### config.mk
export PLATFORM = sky130hd
export DESIGN_NAME = exe_stage_pipe
export DESIGN_NICKNAME = d
export VERILOG_FILES = /design/src/rtl/exe_pkg.sv /design/src/rtl/mul_iter.sv /design/src/rtl/exe_stage_pipe.sv
export SDC_FILE = /design/constraint.sdc
export NUM_CORES = 1
export LEC_CHECK = 0
export CORE_ASPECT_RATIO = 0.6
export CORE_MARGIN = 4
export CORE_UTILIZATION = 45
export CTS_BUF_LIST = sky130_fd_sc_hd__clkbuf_4 sky130_fd_sc_hd__clkbuf_8
export DETAILED_ROUTE_END_ITERATION = 10
export GPL_TIMING_DRIVEN = 1
export HOLD_SLACK_MARGIN = 0.1
export PLACE_DENSITY = 0.66
export SLEW_MARGIN = 5
export SYNTH_ARGS = -nofsm -noshare
export SYNTH_HDL_FRONTEND = slang
export SYNTH_HIERARCHICAL = 1
export SYNTH_SLANG_ARGS = --single-unit
### constraint.sdc
create_clock -name clk -period 10.7 [get_ports clk]
set_clock_uncertainty 0.2 [all_clocks]
set_input_delay 1.605 -clock clk [delete_from_list [all_inputs] [get_ports clk]]
set_output_delay 1.605 -clock clk [all_outputs]
set_load 0.1 [all_outputs]
### src/rtl/exe_pkg.sv
// ---------------------------------------------------------------------------
// exe_pkg
// Shared definitions for the execute stage:
//   OP_W           width of the ALU operation code
//   OP_ADD..OP_MUL ALU operation codes (14 and 15 are unassigned/illegal)
//   state_t        execute-stage sequencer states (S_IDLE, S_MUL, S_DONE)
// ---------------------------------------------------------------------------
package exe_pkg;

    localparam int OP_W = 4;

    localparam logic [OP_W-1:0] OP_ADD  = 4'd0;
    localparam logic [OP_W-1:0] OP_AND  = 4'd1;
    localparam logic [OP_W-1:0] OP_OR   = 4'd2;
    localparam logic [OP_W-1:0] OP_NOR  = 4'd3;
    localparam logic [OP_W-1:0] OP_ADDU = 4'd4;
    localparam logic [OP_W-1:0] OP_SUB  = 4'd5;
    localparam logic [OP_W-1:0] OP_SUBU = 4'd6;
    localparam logic [OP_W-1:0] OP_SLT  = 4'd7;
    localparam logic [OP_W-1:0] OP_SLTU = 4'd8;
    localparam logic [OP_W-1:0] OP_SLL  = 4'd9;
    localparam logic [OP_W-1:0] OP_SRL  = 4'd10;
    localparam logic [OP_W-1:0] OP_SRA  = 4'd11;
    localparam logic [OP_W-1:0] OP_XOR  = 4'd12;
    localparam logic [OP_W-1:0] OP_MUL  = 4'd13;

    typedef enum logic [1:0] {
        S_IDLE = 2'd0,
        S_MUL  = 2'd1,
        S_DONE = 2'd2
    } state_t;

endpackage

### src/rtl/mul_iter.sv
// ---------------------------------------------------------------------------
// mul_iter
// Iterative unsigned shift-add multiplier producing the low DATA_W bits of
// i_a * i_b. One multiplier bit is consumed per clock, LSB first, so a
// product takes DATA_W clocks after the start pulse.
// Ports:
//   clk, reset   clock and asynchronous active-high reset
//   i_start      load operands and begin (ignored state is overwritten)
//   i_a, i_b     multiplicand and multiplier
//   o_last       high during the cycle whose edge performs the final iteration
//   o_product    accumulated product (final once the last iteration is done)
// ---------------------------------------------------------------------------
module mul_iter #(
    parameter int DATA_W = 32
) (
    input  logic              clk,
    input  logic              reset,
    input  logic              i_start,
    input  logic [DATA_W-1:0] i_a,
    input  logic [DATA_W-1:0] i_b,
    output logic              o_last,
    output logic [DATA_W-1:0] o_product
);

    // DATA_W-1 always fits in clog2(DATA_W) bits.
    localparam int CNT_W = $clog2(DATA_W);
    localparam logic [CNT_W-1:0] LAST_CNT = CNT_W'(DATA_W - 1);

    logic [DATA_W-1:0] r_mcand;
    logic [DATA_W-1:0] r_mplier;
    logic [DATA_W-1:0] r_acc;
    logic [CNT_W-1:0]  r_cnt;
    logic              r_run;

    logic [DATA_W-1:0] w_addend;

    // Partial product for this iteration: multiplicand gated by the current
    // multiplier LSB.
    genvar gi;
    generate
        for (gi = 0; gi < DATA_W; gi++) begin : g_addend
            assign w_addend[gi] = r_mcand[gi] & r_mplier[0];
        end
    endgenerate

    always_ff @(posedge clk or posedge reset) begin
        if (reset) begin
            r_mcand  <= '0;
            r_mplier <= '0;
            r_acc    <= '0;
            r_cnt    <= '0;
            r_run    <= 1'b0;
        end else if (i_start) begin
            r_mcand  <= i_a;
            r_mplier <= i_b;
            r_acc    <= '0;
            r_cnt    <= '0;
            r_run    <= 1'b1;
        end else if (r_run) begin
            r_acc    <= r_acc + w_addend;
            r_mcand  <= r_mcand << 1;
            r_mplier <= r_mplier >> 1;
            if (r_cnt == LAST_CNT) begin
                r_cnt <= '0;
                r_run <= 1'b0;
            end else begin
                r_cnt <= r_cnt + 1'b1;
            end
        end
    end

    assign o_last    = r_run && (r_cnt == LAST_CNT);
    assign o_product = r_acc;

endmodule

### src/rtl/exe_stage_pipe.sv
// ---------------------------------------------------------------------------
// exe_stage_pipe
// MIPS execute stage between ID/EX and EX/MEM. Selects destination register
// and ALU operand B, runs single-cycle ALU ops or an iterative multiply,
// computes the branch target, and hands a registered payload to MEM via a
// valid/ready handshake.
// Ports:
//   clk, reset          clock and asynchronous active-high reset
//   in_valid/in_ready   upstream handshake (accept = in_valid && in_ready)
//   pc, imm             instruction PC and sign-extended immediate
//   reg_rd, reg_rt      destination candidates, reg_dst selects rd when 1
//   dato_1, dato_2      register read data (A and B candidate)
//   alu_src             1: B = imm, 0: B = dato_2
//   alu_control         operation code (exe_pkg OP_*)
//   out_valid/out_ready downstream handshake
//   out_dest, out_result, out_zero, out_ovf, out_illegal, out_branch  payload
//   busy                multiply in progress (MUL or DONE)
// ---------------------------------------------------------------------------
module exe_stage_pipe
    import exe_pkg::*;
#(
    parameter int DATA_W = 32,
    parameter int REG_W  = 5,
    parameter int PC_W   = 32,
    parameter int SH_W   = 5
) (
    input  logic              clk,
    input  logic              reset,
    input  logic              in_valid,
    output logic              in_ready,
    input  logic [PC_W-1:0]   pc,
    input  logic [DATA_W-1:0] imm,
    input  logic [REG_W-1:0]  reg_rd,
    input  logic [REG_W-1:0]  reg_rt,
    input  logic [DATA_W-1:0] dato_1,
    input  logic [DATA_W-1:0] dato_2,
    input  logic              alu_src,
    input  logic [OP_W-1:0]   alu_control,
    input  logic              reg_dst,
    output logic              out_valid,
    input  logic              out_ready,
    output logic [REG_W-1:0]  out_dest,
    output logic [DATA_W-1:0] out_result,
    output logic              out_zero,
    output logic              out_ovf,
    output logic              out_illegal,
    output logic [PC_W-1:0]   out_branch,
    output logic              busy
);

    localparam int MSB = DATA_W - 1;

    state_t            r_state;
    logic              r_busy;
    logic              r_out_valid;
    logic [REG_W-1:0]  r_out_dest;
    logic [DATA_W-1:0] r_out_result;
    logic              r_out_zero;
    logic              r_out_ovf;
    logic              r_out_illegal;
    logic [PC_W-1:0]   r_out_branch;
    // dest/branch of an in-flight multiply, captured at accept
    logic [REG_W-1:0]  r_pend_dest;
    logic [PC_W-1:0]   r_pend_branch;

    logic [DATA_W-1:0] w_b;
    logic [DATA_W-1:0] w_sum;
    logic [DATA_W-1:0] w_diff;
    logic [SH_W-1:0]   w_shamt;
    logic [DATA_W-1:0] w_alu_result;
    logic              w_alu_ovf;
    logic              w_alu_illegal;
    logic [REG_W-1:0]  w_dest;
    logic [PC_W-1:0]   w_imm_pc;
    logic [PC_W-1:0]   w_branch;
    logic              w_slot_free;
    logic              w_accept;
    logic              w_is_mul;
    logic              w_mul_start;
    logic              w_mul_last;
    logic [DATA_W-1:0] w_mul_product;

    // ---------------- operand / destination selection ----------------
    assign w_b     = alu_src ? imm : dato_2;
    assign w_dest  = reg_dst ? reg_rd : reg_rt;
    assign w_sum   = dato_1 + w_b;
    assign w_diff  = dato_1 - w_b;
    assign w_shamt = w_b[SH_W-1:0];

    // Immediate brought to PC width: truncated if narrower, sign-extended
    // if the PC is wider than the datapath.
    generate
        if (PC_W <= DATA_W) begin : g_imm_trunc
            assign w_imm_pc = imm[PC_W-1:0];
        end else begin : g_imm_sext
            assign w_imm_pc = {{(PC_W - DATA_W){imm[MSB]}}, imm};
        end
    endgenerate

    // Modulo 2^PC_W; wrap is intended.
    assign w_branch = pc + PC_W'(4) + (w_imm_pc << 2);

    // ---------------- single-cycle ALU ----------------
    always_comb begin
        w_alu_result  = '0;
        w_alu_ovf     = 1'b0;
        w_alu_illegal = 1'b0;
        case (alu_control)
            OP_ADD: begin
                w_alu_result = w_sum;
                // same-sign operands producing an opposite-sign sum
                w_alu_ovf    = (dato_1[MSB] == w_b[MSB]) && (w_sum[MSB] != dato_1[MSB]);
            end
            OP_AND:  w_alu_result = dato_1 & w_b;
            OP_OR:   w_alu_result = dato_1 | w_b;
            OP_NOR:  w_alu_result = ~(dato_1 | w_b);
            OP_ADDU: w_alu_result = w_sum;
            OP_SUB: begin
                w_alu_result = w_diff;
                // differing-sign operands whose difference flips sign vs A
                w_alu_ovf    = (dato_1[MSB] != w_b[MSB]) && (w_diff[MSB] != dato_1[MSB]);
            end
            OP_SUBU: w_alu_result = w_diff;
            OP_SLT:  w_alu_result = {{(DATA_W-1){1'b0}}, ($signed(dato_1) < $signed(w_b))};
            OP_SLTU: w_alu_result = {{(DATA_W-1){1'b0}}, (dato_1 < w_b)};
            OP_SLL:  w_alu_result = dato_1 << w_shamt;
            OP_SRL:  w_alu_result = dato_1 >> w_shamt;
            OP_SRA:  w_alu_result = $signed(dato_1) >>> w_shamt;
            OP_XOR:  w_alu_result = dato_1 ^ w_b;
            OP_MUL:  w_alu_result = '0;    // produced by mul_iter
            default: w_alu_illegal = 1'b1;
        endcase
    end

    // ---------------- handshake ----------------
    assign w_slot_free = !r_out_valid || out_ready;
    assign in_ready    = (r_state == S_IDLE) && w_slot_free;
    assign w_accept    = in_valid && in_ready;
    assign w_is_mul    = (alu_control == OP_MUL);
    assign w_mul_start = w_accept && w_is_mul;

    mul_iter #(
        .DATA_W (DATA_W)
    ) u_mul (
        .clk       (clk),
        .reset     (reset),
        .i_start   (w_mul_start),
        .i_a       (dato_1),
        .i_b       (w_b),
        .o_last    (w_mul_last),
        .o_product (w_mul_product)
    );

    // ---------------- sequencer and output register ----------------
    always_ff @(posedge clk or posedge reset) begin
        if (reset) begin
            r_state       <= S_IDLE;
            r_busy        <= 1'b0;
            r_out_valid   <= 1'b0;
            r_out_dest    <= '0;
            r_out_result  <= '0;
            r_out_zero    <= 1'b0;
            r_out_ovf     <= 1'b0;
            r_out_illegal <= 1'b0;
            r_out_branch  <= '0;
            r_pend_dest   <= '0;
            r_pend_branch <= '0;
        end else begin
            // Consumed payload drops valid unless replaced below.
            if (r_out_valid && out_ready) begin
                r_out_valid <= 1'b0;
            end
            case (r_state)
                S_IDLE: begin
                    if (w_accept) begin
                        if (w_is_mul) begin
                            r_state       <= S_MUL;
                            r_busy        <= 1'b1;
                            r_pend_dest   <= w_dest;
                            r_pend_branch <= w_branch;
                        end else begin
                            r_out_valid   <= 1'b1;
                            r_out_dest    <= w_dest;
                            r_out_result  <= w_alu_result;
                            r_out_zero    <= (w_alu_result == '0);
                            r_out_ovf     <= w_alu_ovf;
                            r_out_illegal <= w_alu_illegal;
                            r_out_branch  <= w_branch;
                        end
                    end
                end
                S_MUL: begin
                    if (w_mul_last) begin
                        r_state <= S_DONE;
                    end
                end
                S_DONE: begin
                    if (w_slot_free) begin
                        r_state       <= S_IDLE;
                        r_busy        <= 1'b0;
                        r_out_valid   <= 1'b1;
                        r_out_dest    <= r_pend_dest;
                        r_out_result  <= w_mul_product;
                        r_out_zero    <= (w_mul_product == '0);
                        r_out_ovf     <= 1'b0;
                        r_out_illegal <= 1'b0;
                        r_out_branch  <= r_pend_branch;
                    end
                end
                default: begin
                    r_state <= S_IDLE;
                    r_busy  <= 1'b0;
                end
            endcase
        end
    end

    assign out_valid   = r_out_valid;
    assign out_dest    = r_out_dest;
    assign out_result  = r_out_result;
    assign out_zero    = r_out_zero;
    assign out_ovf     = r_out_ovf;
    assign out_illegal = r_out_illegal;
    assign out_branch  = r_out_branch;
    assign busy        = r_busy;

endmodule

==> summary.md, run 1 <==
| Metric | Value |
|---|---|
| Run status | `finished clean` |
| Crit Path Category | `in -> reg` |
| Starting density of the core | `between 40% and 50%` |
| Dpl hpwl | `86600 µm` |
| Leading cell types by count after synthesis | `sky130_fd_sc_hd__nand2_1, sky130_fd_sc_hd__nor2_1, sky130_fd_sc_hd__o21ai_0, sky130_fd_sc_hd__dfrtp_1, sky130_fd_sc_hd__mux2i_1` |
| Prevailing post-synth register cell | `sky130_fd_sc_hd__dfrtp_1` |
| Vias in the first global route | `between 20000 and 25000` |
| Mean instance size in the synthesized netlist | `7.99 µm²` |
| Area after detailed placement | `26200 µm²` |
| Data arrival time of the worst path | `7.61 ns` |
| Number of gates resized after cts | `0` |
| Ratio of cells with drive above 1 in the final layout | `a little under 8%` |
| EDFF count, synth | `0` |
| Area grow syn2layout | `14.6%` |
| Total Power Consumption | `roughly 5.6 mW` |
| Worst-case headroom to the max-slew limit | `under 10%` |
| Final wirelength | `roughly 110000 µm` |
| Share of synthesized area occupied by flip-flops and latches | `22.8%` |
| Depth of the worst register-to-register path | `14` |
| Die ar. | `roughly 56000 µm²` |
| Largest net degree at the start of global routing | `78` |
| Antenna Cells | `0` |
| Most area-hungry cell type in the Yosys netlist | `sky130_fd_sc_hd__dfrtp_1` |
| Post-route DRC violation count | `0` |
| Largest cells by area after synthesis | `sky130_fd_sc_hd__dfrtp_1, sky130_fd_sc_hd__ha_1, sky130_fd_sc_hd__mux2i_1` |
| Yosys reg bits | `~220` |
| Port-buffer cells | `~220` |
| Worst reg2reg startpoint | `u_mul/r_mplier[0]$_DFFE_PP0P_` |
| X dimension of the die | `between 300 and 400 µm` |
| Core area | `just over 50000 µm²` |
| Cts bufs inserted | `37` |
| Final setup violation count | `0` |
| Routability congestion estimate from global placement | `between 1 and 1.5` |
| Worst Path Required | `around 11 ns` |
| CTS Root Buffer Type | `sky130_fd_sc_hd__clkbuf_8` |
| Placement row count | `64` |
| Final worst path period share | `between 60% and 70%` |
| Mapped Area | `23600 µm²` |
| Clock sink total | `215` |
| Latest clock arrival within the worst-skew pair | `0.59 ns` |
| Leakage power total | `around 12 nW` |
| Violation count after the first detailed-route iteration | `around 3900` |
| Worst-path cell chain | `buf_2, mux2i_4, buf_4, ha_1, o211a_1, a21oi_1, a21o_1, nor2_1, o32ai_1, o21ai_1, a221o_1, a31oi_1, o21ai_1, a221o_1, a21oi_1, o21ai_0` |
| Biggest cell delay along the critical path | `a little over 0.8 ns` |
| Areal power density over the cells | `between 200 and 250 nW/µm²` |
| Total nets after synthesis | `approximately 3300` |
| Register-to-Register Setup Slack | `roughly 6.7 ns` |
| Largest fanout on the critical path | `59` |
| Number of warnings issued by yosys | `6` |
| Hold Fails Final Rpt | `0` |
| Setup tns final | `0 ns` |
| Iteration count of the initial detailed-routing pass | `10` |
| Wire length of the first global-routing pass | `between 150000 and 200000 µm` |
| Worst vdd ir | `roughly 0.00024 V` |
| DR vias | `25700` |
| Post-Synthesis Cells | `just under 3000` |
| Worst-Margin Slew | `1.37 ns` |
| Cell with the largest stage delay on the worst path | `sky130_fd_sc_hd__o32ai_1` |
| Cell with the most instances after synthesis | `sky130_fd_sc_hd__nand2_1` |
| Clock-pin slew reported for the worst setup and hold paths after clock tree synthesis | `about 0.060 ns` |
| Proportion of synthesized flip-flops having asynchronous set or reset | `100%` |
| Minimum clock period after layout | `between 7 and 8 ns` |
| Global route total overflow | `0` |
| Class of the tightest hold or removal check | `reg -> reg` |
| Kind of end point of the critical path | `flip-flop` |
| Clock H-tree levels | `2` |
| Height of the chip | `around 190 µm` |
| Fin nets | `roughly 3400` |
| Kind of start point of the critical path | `primary input` |
| Overall global routing resource usage | `between 30% and 40%` |
| Hold Worst Slack | `about 0.27 ns` |
| Number of antenna violations at the first check in global routing | `4` |
| Final number of max-transition violations | `0` |
| Reg2Reg Capture Point | `u_mul/o_product[28]$_DFFE_PP0P_` |
| Cells on Worst Hold Path | `2` |
| Number of ports placed on the die boundary | `roughly 220` |
| TritonCTS clock tree | `built` |
| Hold-fix buffer count after cts | `0` |
| Worst-case hold path end point | `r_pend_branch[28]$_DFFE_PP0P_` |
| Cell area after layout | `~27000 µm²` |
| Fraction of post-synthesis cell area in the top cell type by area | `roughly 23%` |
| Max Clock Freq | `approximately 0.14 GHz` |
| Unrepaired setup endpoints after global routing | `no` |
| Critical hold path startpoint | `r_pend_branch[28]$_DFFE_PP0P_` |
| Detailed-route wire length per cell | `between 30 and 40 µm` |
| Post-CTS setup-driven buffer insertion count | `0` |
| Synth unique cells | `about 110` |
| Via/cell ratio | `approximately 6.8` |
| Maximum root-to-sink buffer count | `3` |
| Post-route antenna net violation count | `0` |
| Total of max-cap violations | `0` |
==> through the flow <==
stage	setup slack, ns	util, %	std cells
3_3_place_gp	3.23	51.1	3711
2_1_floorplan	4.42	-	2948
4_1_cts	3.64	52.6	3774
5_1_grt	3.27	52.6	3774
6_report	3.34	52.6	3774
3_5_place_dp	3.04	51.1	3711
==> routing by layer <==
metal	wire length (µm)	up-vias	global-route usage, %
met3	16900	311	16.4
met2	42500	1854	52.0
li1	-	11100	-
met4	5590	6	15.4
met1	48300	12500	56.0
met5	91	-	0.935
==> power by group <==
| part | switching (mW) | total [mW] | internal [mW] |
|---|---|---|---|
| logic | 2.29 | 3.28 | 0.994 |
| clock network | 0.378 | 0.823 | 0.445 |
| registers | 0.306 | 1.47 | 1.17 |
==> how the worst max path moves through the flow <==
stage | start | cells past startpoint | endpoint
3_3_place_gp | alu_src | 16 | out_result[31]$_DFFE_PP0P_
3_5_place_dp | alu_src | 16 | out_result[31]$_DFFE_PP0P_
5_1_grt | alu_src | 16 | out_result[31]$_DFFE_PP0P_
6_report | alu_src | 16 | out_result[31]$_DFFE_PP0P_
4_1_cts | alu_src | 16 | out_result[31]$_DFFE_PP0P_
2_1_floorplan | alu_src | 20 | out_zero$_DFFE_PP0P_
==> cell usage in the layout, fill, tap and decap left out, drive strengths merged, types with 18 or more instances in the layout <==
master	instances
o22ai	44
nor2b	18
a211oi	33
mux4	50
a221oi	21
dfrtp	215
and3	20
xnor2	42
and2	41
nand2b	20
nor2	233
o21bai	19
o31ai	24
buf	65
a21oi	190
a31oi	54
xor2	22
nor4	29
nand2	423
inv	128
o21a	21
nand4	24
clkdlybuf4s50	220
o211ai	23
o21ai	233
nor3	59
nand3	45
mux2i	219
clkbuf	57
ha	190
a21o	49
==> cell families (layout without fill, tap and decap cells) <==
kind of cell | Yosys count | after routing | synth area share (%)
muxes | 277 | 277 | 14.8
adders and majority gates | 194 | 194 | 10.4
xor gates and xnor gates | 64 | 64 | 2.38
DFF | 215 | 215 | 22.8
and+or+nand+nor | 960 | 960 | 18.4
buffers and inverters | 345 | 478 | 6.08
AOI/OAI and AO/OA | 893 | 893 | 25.1
==> flip-flops by register name, indices dropped and copies added, names as in the netlist <==
register         flops
u_mul/r_run          1
out_illegal          1
out_result          32
busy                 1
r_pend_dest          5
out_valid            1
u_mul/r_mcand       32
r_pend_branch       32
u_mul/r_mplier      32
out_branch          32
out_zero             1
out_ovf              1
out_dest             5
u_mul/r_cnt          5
r_state              2
u_mul/o_product     32
==> critical path: cells and delay by family <==
kind	cells	cell delay (ns)
adder cells (fa/ha/maj)	1	0.47
buffers and inverters	2	1.36
AND/OR/NAND/NOR	1	0.09
AO/OA/AOI/OAI	11	3.66
multiplexers	1	0.39
==> area by class of cell <==
cell class,instances,area (µm²)
flip-flops and latches,215,5380
clock inverters,6,62.6
clock buffers,57,709
well taps,693,867
repair buffers,285,2690
multi-input cells,2388,16800
fillers,4922,24300
inverters,130,500
Note: power is estimated with default switching activity, not from simulation.
==> run 2: changes to the inputs <==
PLACE_DENSITY = 0.69   (was 0.66)
clock period = 6.1 ns   (was 10.7 ns; I/O delays follow)
==> summary.md, run 2 (synthesis results as in run 1) <==
| Metric | Value |
|---|---|
| Placement row count | `64 (unchanged)` |
| Total of fill cells in the finished design | `4773 (-3.0%)` |
| Final wirelength | `116000 µm (+1.9%)` |
| Dpl hpwl | `90200 µm (+4.1%)` |
| Part of the power in registers | `26.2% (-0.2 points)` |
| Fin nets | `3565 (+4.9%)` |
| Cell with the largest stage delay on the worst path | `sky130_fd_sc_hd__o41ai_1` |
| Hold Worst Slack | `0.274 ns (+0.00276 ns)` |
| Port-buffer cells | `222 (unchanged)` |
| Buffer and inverter count on the worst path | `3 (+1)` |
| Total of max-cap violations | `0 (unchanged)` |
| Post-CTS setup-driven buffer insertion count | `0 (unchanged)` |
| Hold Fails Final Rpt | `0 (unchanged)` |
| Max Clock Freq | `0.174 GHz` |
| Core area | `51300 µm² (unchanged)` |
| Worst-path cell chain | `buf_2, buf_4, mux2i_1, ha_1, nor3_1, and3_1, and4_1, a22oi_1, nand2_1, o41ai_1, nor4_1, nor4_1, a2bb2oi_1, buf_4, nor4_2, a31o_1` |
| Area grow syn2layout | `20.3%` |
| Kind of end point of the critical path | `flip-flop` |
| Inst Count DP | `3880 (+4.6%)` |
| Violation count after the first detailed-route iteration | `3898 (-0.79%)` |
| Final number of max-transition violations | `0 (unchanged)` |
| Post-route DRC violation count | `0 (unchanged)` |
| Total Power Consumption | `9.92 mW (+78%)` |
| DR vias | `26400 (+2.6%)` |
| Global route total overflow | `0 (unchanged)` |
| Ratio of cells with drive above 1 in the final layout | `12.6% (+4.7 points)` |
| Cells on Worst Hold Path | `2 (unchanged)` |
| Run status | `finished clean` |
| Clock-pin slew reported for the worst setup and hold paths after clock tree synthesis | `0.07 ns (about the same)` |
| Routability congestion estimate from global placement | `1.08 (-3.0%)` |
| Unrepaired setup endpoints after global routing | `no` |
| Latest clock arrival within the worst-skew pair | `0.56 ns (-0.03 ns)` |
| Number of antenna violations at the first check in global routing | `9 (+5)` |
| Clock sink total | `215 (unchanged)` |
| Leakage power total | `13.3 nW (+6.6%)` |
| Combinational share of power | `59.7% (+0.8 points)` |
| Post-Route Utilization | `55.2% (+2.6 points)` |
| Areal power density over the cells | `350 nW/µm² (+69%)` |
| Depth of the worst register-to-register path | `13 (-1)` |
| Via/cell ratio | `6.69 (-1.9%)` |
| Post-route antenna net violation count | `0 (unchanged)` |
| Data arrival time of the worst path | `6.03 ns (-1.58 ns)` |
| Largest fanout on the critical path | `13 (-78%)` |
| Overall global routing resource usage | `40.2% (+0.90 points)` |
| Detailed-route wire length per cell | `29.3 µm (-2.5%)` |
| Wire length of the first global-routing pass | `168000 µm (+2.4%)` |
| Setup tns final | `0 ns (unchanged)` |
| Total number of cells along the worst setup path | `16 (unchanged)` |
| Class of the tightest hold or removal check | `reg -> reg` |
| Crit Path Category | `in -> reg` |
| Worst vdd ir | `0.000337 V (+43%)` |
| Total internal power | `4.71 mW (+81%)` |
| Delay-heaviest family, CP | `simple AND/OR/NAND/NOR gates` |
| Biggest cell delay along the critical path | `1.02 ns (+0.21 ns)` |
| Iteration count of the initial detailed-routing pass | `8 (-2)` |
| Cts bufs inserted | `34 (-8.1%)` |
| Final setup violation count | `0 (unchanged)` |
| Kind of start point of the critical path | `primary input` |
| Clock H-tree levels | `2 (unchanged)` |
| Largest net degree at the start of global routing | `121 (+55%)` |
| Maximum root-to-sink buffer count | `3 (unchanged)` |
| Top library cells by usage in the layout, fill and taps aside | `sky130_fd_sc_hd__nand2_1, sky130_fd_sc_hd__nor2_1, sky130_fd_sc_hd__buf_4` |
| Number of cells in the finished layout apart from fillers | `3944 (+4.5%)` |
| TritonCTS clock tree | `built` |
| Die ar. | `56200 µm² (unchanged)` |
| Worst Path Required | `6.39 ns (-4.56 ns)` |
| Number of gates resized after cts | `0 (unchanged)` |
| Height of the chip | `185 µm (unchanged)` |
| Switching pwr | `5.21 mW (+75%)` |
| Starting density of the core | `45.9% (unchanged)` |
| Final worst path period share | `between 90% and 100%` |
| Worst-case headroom to the max-slew limit | `23.5% (+16 points)` |
| Vias in the first global route | `25000 (+3.3%)` |
| Worst-Margin Slew | `1.14 ns (-0.225 ns)` |
| Commonest non-fill, non-tap cell in the layout | `sky130_fd_sc_hd__nand2_1` |
| Switching portion of total power | `52.5% (-0.78 points)` |
| Fraction of power consumed by the clock network | `14.2% (-0.6 points)` |
| Hold-fix buffer count after cts | `0 (unchanged)` |
| Number of ports placed on the die boundary | `223 (unchanged)` |
| X dimension of the die | `303 µm (unchanged)` |
| CTS Root Buffer Type | `sky130_fd_sc_hd__clkbuf_8` |
| Minimum clock period after layout | `between 5 and 6 ns` |
[run 2: cell count changes in the layout (fill, tap and decap cells not counted), moves of 2 or more]
| cell | change |
|---|---|
| sky130_fd_sc_hd__clkbuf_8 | -2 |
| sky130_fd_sc_hd__buf_12 | +6 |
| sky130_fd_sc_hd__buf_4 | +163 |
| sky130_fd_sc_hd__clkbuf_4 | -4 |
| sky130_fd_sc_hd__diode_2 | +4 |
[run 2: final timing paths]
kind	start	endpoint	slack (ns)
min reg2reg	r_pend_branch[9]$_DFFE_PP0P_	r_pend_branch[9]$_DFFE_PP0P_	0.27
max	alu_src	out_zero$_DFFE_PP0P_	0.36
min	r_pend_branch[9]$_DFFE_PP0P_	r_pend_branch[9]$_DFFE_PP0P_	0.27
max in group asynchronous	reset	r_pend_branch[8]$_DFFE_PP0P_	3.74
max reg2reg	u_mul/r_mplier[0]$_DFFE_PP0P_	u_mul/o_product[28]$_DFFE_PP0P_	1.70
min in group asynchronous	reset	u_mul/o_product[11]$_DFFE_PP0P_	0.79
[run 2: worst reg2reg max path, cell delays in order, from the launching register on]
cell and delay (ns):
sky130_fd_sc_hd__dfrtp_1 0.95, sky130_fd_sc_hd__and2_1 0.26, sky130_fd_sc_hd__ha_1 0.21, sky130_fd_sc_hd__inv_1 0.08
sky130_fd_sc_hd__fa_1 0.41, sky130_fd_sc_hd__nor2b_1 0.16, sky130_fd_sc_hd__o21ai_1 0.10, sky130_fd_sc_hd__a21o_1 0.21
sky130_fd_sc_hd__a31oi_1 0.37, sky130_fd_sc_hd__o31ai_1 0.24, sky130_fd_sc_hd__o21bai_2 0.28, sky130_fd_sc_hd__a31oi_1 0.20
sky130_fd_sc_hd__or4b_1 0.56, sky130_fd_sc_hd__nand3_1 0.09
[run 2: power groups by stage]
stage               logic, mW  clock network, mW  registers [mW]
floorplan                2.65                  0            3.81
global placement         5.71                  0            2.57
detailed placement       5.76                  0            2.59
CTS                      5.79               1.43            2.57
global route             6.26               1.50            2.66
finish                   5.92               1.40            2.60
[run 2: cell type report]
class | count | area, µm² | area share, %
flip-flops and latches | 215 | 5380 | 19.0
multi-input cells | 2388 | 16800 | 59.2
clock buffers | 51 | 652 | 2.30
clock inverters | 9 | 108 | 0.380
repair buffers | 454 | 4030 | 14.2
inverters | 130 | 500 | 1.77
diodes | 4 | 10.0 | 0.0353
well taps | 693 | 867 | 3.06
[run 2: per-layer routing]
| metal | part of all wire, % | vias to the layer above | global-route usage [%] | routed length [µm] |
|---|---|---|---|---|
| li1 | - | 11400 | - | - |
| met3 | 14 | 290 | 14.9 | 16600 |
| met4 | 4.2 | 8 | 14.2 | 4880 |
| met2 | 38 | 1919 | 54.4 | 44400 |
| met5 | 0.042 | - | 0 | 48 |
| met1 | 43 | 12800 | 58.3 | 49700 |
[run 2: per-stage QoR]
step	cell area [µm²]	setup WS, ns
after CTS	28300	0.708
after floorplan	23600	0.514
after global routing	28300	0.209
after detailed placement	27600	0.159
after global placement	27600	0.173
final	28300	0.360
